$ cat config.mk
export PLATFORM = sky130hd
export DESIGN_NAME = config_frame_shadow_mem_flat
export DESIGN_NICKNAME = d
export VERILOG_FILES = /design/src/rtl/config_frame_shadow_mem_if.sv /design/src/rtl/config_frame_shadow_mem.sv /design/src/flat_wrapper.sv
export SDC_FILE = /design/constraint.sdc
export NUM_CORES = 2
export LEC_CHECK = 0
export ABC_AREA = 1
export BUFFER_PORTS_ARGS = -buffer_cell sky130_fd_sc_hd__buf_4
export CAP_MARGIN = 20
export CORE_AREA = 5 5 521 523
export DETAILED_ROUTE_END_ITERATION = 8
export DIE_AREA = 0 0 526 528
export SKIP_LAST_GASP = 1
export SLEW_MARGIN = 40
export SYNTH_ARGS = -nofsm -noshare
export SYNTH_HDL_FRONTEND = slang
export SYNTH_SLANG_ARGS = --single-unit
$ cat constraint.sdc
create_clock -name CLK -period 3.2 [get_ports CLK]
set_input_delay 0.32 -clock CLK [delete_from_list [all_inputs] [get_ports CLK]]
set_output_delay 0.32 -clock CLK [all_outputs]
set_load 0.05 [all_outputs]
$ cat src/rtl/config_frame_shadow_mem_if.sv
// Frame-load / commit bus between the fabric frame distributor and one tile's config store.
// Latency: none, this is wiring only.
// Backpressure: FrameReady from the slave stalls the frame source.
// Optional: CONFIG_READBACK_EN adds ReadAddr/ReadData for active-frame readback.
interface config_frame_shadow_mem_if #(
  parameter int FrameBitsPerRow = 32,
  parameter int NoConfigBits    = 640,
  parameter int FrameAddrWidth  = 5
);
  logic [FrameBitsPerRow-1:0] FrameData;
  logic [FrameAddrWidth-1:0]  FrameAddr;
  logic                       FrameValid;
  logic                       FrameReady;
  logic                       Commit;
  logic                       CommitDone;
  logic                       AddrError;
  logic [FrameAddrWidth:0]    FramesWritten;
  logic [NoConfigBits-1:0]    ConfigBits;
  logic [NoConfigBits-1:0]    ConfigBits_N;
`ifdef CONFIG_READBACK_EN
  logic [FrameAddrWidth-1:0]  ReadAddr;
  logic [FrameBitsPerRow-1:0] ReadData;
`endif

  // Frame source / configuration controller side.
  modport master (
    output FrameData, FrameAddr, FrameValid, Commit,
`ifdef CONFIG_READBACK_EN
    output ReadAddr,
    input  ReadData,
`endif
    input  FrameReady, CommitDone, AddrError, FramesWritten, ConfigBits, ConfigBits_N
  );

  // Config store side.
  modport slave (
    input  FrameData, FrameAddr, FrameValid, Commit,
`ifdef CONFIG_READBACK_EN
    input  ReadAddr,
    output ReadData,
`endif
    output FrameReady, CommitDone, AddrError, FramesWritten, ConfigBits, ConfigBits_N
  );
endinterface

$ cat src/rtl/config_frame_shadow_mem.sv
// Shadow frame store with atomic commit of the whole array into the active ConfigBits.
// Latency: frame lands in shadow on its accepting edge; Commit at edge t gives new ConfigBits and CommitDone after edge t+1.
// Backpressure: FrameReady is low only during the single COMMIT cycle and while resetn is low.
// Optional: define CONFIG_READBACK_EN for a registered ReadAddr -> ReadData view of the active frames.
module config_frame_shadow_mem #(
  parameter int MaxFramesPerCol = 20,
  parameter int FrameBitsPerRow = 32,
  parameter int NoConfigBits    = 640,
  parameter int FrameAddrWidth  = 5
) (
  input logic                      CLK,
  input logic                      resetn,
  config_frame_shadow_mem_if.slave bus
);

  typedef enum logic [1:0] {StIdle, StLoad, StCommit} state_t;

  state_t                  state;
  logic [NoConfigBits-1:0] shadow;
  logic [NoConfigBits-1:0] configBits;
  logic [NoConfigBits-1:0] configBitsN;
  logic [FrameAddrWidth:0] framesWritten;
  logic                    addrError;
  logic                    commitDone;
  logic                    frameReady;
  logic                    accept;
  logic                    addrInRange;

  // Ready is a pure decode of the state register, forced low while reset is held.
  assign frameReady  = resetn && (state != StCommit);
  assign accept      = bus.FrameValid && frameReady;
  assign addrInRange = {1'b0, bus.FrameAddr} < (FrameAddrWidth+1)'(MaxFramesPerCol);

  // Only rows that map onto used config indices get storage; a partial last row keeps its low bits.
  for (genvar f = 0; f < MaxFramesPerCol; f++) begin : gRow
    localparam int Lo = f * FrameBitsPerRow;
    if (Lo < NoConfigBits) begin : gStored
      localparam int W = (NoConfigBits - Lo < FrameBitsPerRow) ? (NoConfigBits - Lo) : FrameBitsPerRow;
      // Overwrite this shadow row on an accepted write addressed to it; last write wins.
      always_ff @(posedge CLK or negedge resetn) begin
        if (!resetn) begin
          shadow[Lo +: W] <= '0;
        end else if (accept && addrInRange && (bus.FrameAddr == FrameAddrWidth'(f))) begin
          shadow[Lo +: W] <= bus.FrameData[W-1:0];
        end
      end
    end
  end

  // Load/commit sequencing: active bits move only on the edge closing the COMMIT cycle.
  always_ff @(posedge CLK or negedge resetn) begin
    if (!resetn) begin
      state         <= StIdle;
      configBits    <= '0;
      configBitsN   <= '1;
      commitDone    <= 1'b0;
      addrError     <= 1'b0;
      framesWritten <= '0;
    end else begin
      commitDone <= 1'b0;
      if (accept) begin
        if (!addrInRange) begin
          addrError <= 1'b1;
        end else if (framesWritten != '1) begin
          framesWritten <= framesWritten + (FrameAddrWidth+1)'(1);
        end
      end
      case (state)
        StIdle: begin
          if (bus.Commit) begin
            state <= StCommit;
          end else if (accept) begin
            state <= StLoad;
          end
        end
        StLoad: begin
          if (bus.Commit) begin
            state <= StCommit;
          end
        end
        StCommit: begin
          configBits    <= shadow;
          configBitsN   <= ~shadow;
          commitDone    <= 1'b1;
          framesWritten <= '0;
          addrError     <= 1'b0;
          state         <= StIdle;
        end
        default: state <= StIdle;
      endcase
    end
  end

  assign bus.FrameReady    = frameReady;
  assign bus.CommitDone    = commitDone;
  assign bus.AddrError     = addrError;
  assign bus.FramesWritten = framesWritten;
  assign bus.ConfigBits    = configBits;
  assign bus.ConfigBits_N  = configBitsN;

`ifdef CONFIG_READBACK_EN
  localparam int PadBits = MaxFramesPerCol * FrameBitsPerRow;

  logic [PadBits-1:0]         activePad;
  logic [FrameBitsPerRow-1:0] readNext;
  logic [FrameBitsPerRow-1:0] readData;

  // Positions beyond NoConfigBits read back as zero.
  assign activePad = PadBits'(configBits);

  // Select the addressed active frame; out-of-range addresses fall through to zero.
  always_comb begin
    readNext = '0;
    for (int f = 0; f < MaxFramesPerCol; f++) begin
      if (bus.ReadAddr == FrameAddrWidth'(f)) begin
        readNext = activePad[f*FrameBitsPerRow +: FrameBitsPerRow];
      end
    end
  end

  // Register the readback one cycle after the address, independent of the FSM.
  always_ff @(posedge CLK or negedge resetn) begin
    if (!resetn) begin
      readData <= '0;
    end else begin
      readData <= readNext;
    end
  end

  assign bus.ReadData = readData;
`endif

endmodule

$ cat src/flat_wrapper.sv
// flat-port wrapper written by rule: the top's interface ports become plain ports
module config_frame_shadow_mem_flat 
#(
  parameter int MaxFramesPerCol = 20,
  parameter int FrameBitsPerRow = 32,
  parameter int NoConfigBits    = 640,
  parameter int FrameAddrWidth  = 5
)
  (CLK, resetn, bus_FrameData, bus_FrameAddr, bus_FrameValid, bus_Commit, bus_FrameReady, bus_CommitDone, bus_AddrError, bus_FramesWritten, bus_ConfigBits, bus_ConfigBits_N);
  config_frame_shadow_mem_if #(.FrameBitsPerRow(FrameBitsPerRow), .NoConfigBits(NoConfigBits), .FrameAddrWidth(FrameAddrWidth)) bus_i ();
  input logic CLK;
  input logic resetn;
  input wire logic [$bits(bus_i.FrameData)-1:0] bus_FrameData;
  input wire logic [$bits(bus_i.FrameAddr)-1:0] bus_FrameAddr;
  input wire logic [$bits(bus_i.FrameValid)-1:0] bus_FrameValid;
  input wire logic [$bits(bus_i.Commit)-1:0] bus_Commit;
  output wire logic [$bits(bus_i.FrameReady)-1:0] bus_FrameReady;
  output wire logic [$bits(bus_i.CommitDone)-1:0] bus_CommitDone;
  output wire logic [$bits(bus_i.AddrError)-1:0] bus_AddrError;
  output wire logic [$bits(bus_i.FramesWritten)-1:0] bus_FramesWritten;
  output wire logic [$bits(bus_i.ConfigBits)-1:0] bus_ConfigBits;
  output wire logic [$bits(bus_i.ConfigBits_N)-1:0] bus_ConfigBits_N;
  assign bus_i.FrameData = bus_FrameData;
  assign bus_i.FrameAddr = bus_FrameAddr;
  assign bus_i.FrameValid = bus_FrameValid;
  assign bus_i.Commit = bus_Commit;
  assign bus_FrameReady = bus_i.FrameReady;
  assign bus_CommitDone = bus_i.CommitDone;
  assign bus_AddrError = bus_i.AddrError;
  assign bus_FramesWritten = bus_i.FramesWritten;
  assign bus_ConfigBits = bus_i.ConfigBits;
  assign bus_ConfigBits_N = bus_i.ConfigBits_N;
  config_frame_shadow_mem #(.MaxFramesPerCol(MaxFramesPerCol), .FrameBitsPerRow(FrameBitsPerRow), .NoConfigBits(NoConfigBits), .FrameAddrWidth(FrameAddrWidth)) u_core (.CLK(CLK), .resetn(resetn), .bus(bus_i));
endmodule
==> key figures <==
Outcome
  – Status: complete, no violations

Worst setup path
  – Critical Path Source Type: flip-flop
  – CP Max Fanout: 66
  – Arr. time, crit path: 3.40 ns
  – Crit Path Class: reg -> reg
  – Crit end category: flip-flop
  – Worst endpoint required time: 3.94 ns

Clock network
  – Num Clock Sinks: 1930
  – Root Buffer: clkbuf_16
  – Setup Buffers After CTS: 0
  – Clk slew on worst S/H paths: 0.06 ns
  – CTS buffer count: 213
  – Deepest level of the CTS H-tree: 4
  – Clock Latency Late Sink: 0.86 ns
  – CTS tree: done
  – Longest Clk Path Bufs: 4

Placed design
  – Placement Cell Area: 0.0860 mm2
  – Port Buffer Count: 1329
  – Pre-CTS setup slack: 0.560 ns
  – Placed cells: 11620
  – Final HPWL DP: 210000 um
  – GPL Wtd Cong: 0.858

Floorplanning
  – Die area: 0.278 mm2
  – IO Pins: 1330
  – Initial Util: 27.0%
  – Die X: 526 um
  – Cell row count: 190
  – Core area: 0.266 mm2
  – Die height: 528 um

Power and ir drop
  – Pleak: 47.7 nW
  – Maximum vdd drop: 0.493 mV
  – Power consumption: 73.3 mW
  – Cell Pwr Density: 782 mW/mm2

STA
  – Max_slew headroom: 35.6%
  – RSZ-0062 raised after global routing: false
  – Final Max Tran Viols: 0
  – Final Cycle Share: 83.1%
  – Fin. Hold Viols: 0
  – Worst Skew: 0.0709 ns
  – Tmin final: 2.66 ns
  – Highest clock rate: 376 MHz
  – Final setup violation count: 0
  – Worst slew pin tran: 0.966 ns
  – Setup TNS: 0 ns
  – Final worst setup slack: 0.539 ns
  – Minimum hold slack: 0.0348 ns

Logic synthesis
  – Synth Cell Area: 0.0718 mm2
  – Predominant post-synthesis flop cell: dfrtp_1
  – Yosys Warn Count: 0
  – Syn Area/Cell: 10.2 um2
  – Post-synthesis sequential area ratio: 68.3%
  – Post-Syn Nets: 7097
  – Asr flop ratio synth: 100%
  – Synthesized flop and latch total: 1930
  – Post-synth EDFFs: 0
  – Yosys cell types: 23
  – Cells after synthesis: 7055

GRT
  – Overflow after GRT: 0
  – Initial antenna violation count: 25
  – Largest net degree at the start of global routing: 158
  – Global-route wire length before repair: 428000 um
  – Vias in the first global route: 56659
  – Gr usage total: 21.1%

Cells and area
  – Share of layout cells above drive strength 1: 29.4%
  – Fin cells: 12054
  – Fin util: 35.2%
  – Post-route cell area: 0.0938 mm2
  – Layout net count: 8358
  – # fillers: 26607
  – Area grow syn2layout: 30.5%

Detailed routing
  – # DRC: 0
  – Drt first pass iters: 7
  – Routed via count: 56882
  – Starting DRC count in detailed routing: 5268
  – WL per Instance: 25.2 um
  – Vias per inst: 4.72
  – Total wire length: 304000 um
  – Antenna Nets Post-Route: 0

Hold path
  – Worst min-delay path class: in -> reg

Flow run
  – Maximum capacitance violations: 0
Yosys cell counts (2+ instances only):
cell type  instances  area, um2
nand4_1            5       31.3
clkbuf_1         186        698
nand2_1         3332      12500
buf_4              3       22.5
buf_1             11       41.3
dfrtp_1         1290      32300
o21ai_0          148        741
nor2_1            18       67.6
nand3_1          519       2600
nor2_4             2       22.5
inv_1             30        113
dfstp_2          640      16800
o21a_1           576       4320
buf_2            269       1350
nor3_2            16        160
inv_2              3       11.3
layout make-up:
type	instances	area (um2)	share of cell area (%)
sequential	1930	49100	52.4
multi-input combinational	4623	20600	22.0
timing repair buffer	1515	12100	12.9
clock buffer	311	6180	6.59
tap	3552	4440	4.74
clock inverter	79	1110	1.19
inverter	33	131	0.140
antenna	11	27.5	0.0294
layout by cell type, fill, tap and decap left out, drive strengths merged, types with 17 or more instances in the layout:
cell / instances
dfstp: 640
dlygate4sd3: 29
nand3: 520
o21ai: 148
buf: 1486
dfrtp: 1290
inv: 40
nor2: 20
clkbuf: 311
nor3: 17
o21a: 576
clkinv: 42
nand2: 3333
bufinv: 23
where the power goes:
part	switching (mW)	internal, mW	leakage, nW
clock	10.4	15.3	3.57
combinational	13.1	4.42	19.8
sequential	1.98	28.0	24.3
sequential cells by signal, summed over array words and instances, names as in the netlist:
| name | count |
|---|---|
| u_core.bus.CommitDone | 1 |
| u_core.bus.ConfigBits_N | 640 |
| u_core.state | 2 |
| u_core.bus.ConfigBits | 640 |
| u_core.shadow | 640 |
| u_core.bus.AddrError | 1 |
| u_core.bus.FramesWritten | 6 |
what timing repair did:
item | CTS | global route
hold endpoints to repair | 607 | 1
hold buffers | 28 | 1
setup endpoints to repair | 0 | 0
resized for setup | 0 | 0
cells by family after synthesis:
logic type | Yosys count | share of synthesized area (%)
DFF | 1930 | 68.3
buffers and inverters | 502 | 3.11
AOI/OAI and AO/OA | 726 | 7.07
adders and majority gates | 1 | 0.0174
and+or+nand+nor | 3896 | 21.5
metal layers:
layer | track usage (%) | wire [um] | up-vias
li1 | - | - | 24984
met2 | 34.1 | 141000 | 2600
met5 | 0 | 41 | -
met1 | 25.8 | 119000 | 28706
met3 | 5.71 | 25600 | 586
met4 | 10.8 | 17800 | 6
worst paths after layout:
path | slack (ns) | endpoint | cells after the start | start
worst max register to register | 0.54 | u_core.shadow[154] | 7 | u_core.state[1]
worst min register to register | 0.42 | u_core.bus.ConfigBits_N[581] | 1 | u_core.shadow[581]
min in group asynchronous | 0.21 | u_core.bus.ConfigBits[198] | 3 | resetn
worst min-delay path | 0.03 | u_core.shadow[611] | 4 | bus_FrameAddr[1]
worst max-delay path | 0.54 | u_core.shadow[154] | 7 | u_core.state[1]
max in group asynchronous | 1.29 | u_core.bus.ConfigBits_N[487] | 6 | resetn
critical path, cell delays in order, from the launching register on:
cell and delay, ns:
dfrtp_1 0.47, nand2_8 0.32, nand3_2 0.21, nor2_4 0.24, buf_12 0.26, buf_4 0.63, nand3_1 0.15, nand2_1 0.11
No activity file was read; power rests on OpenSTA's default activity.
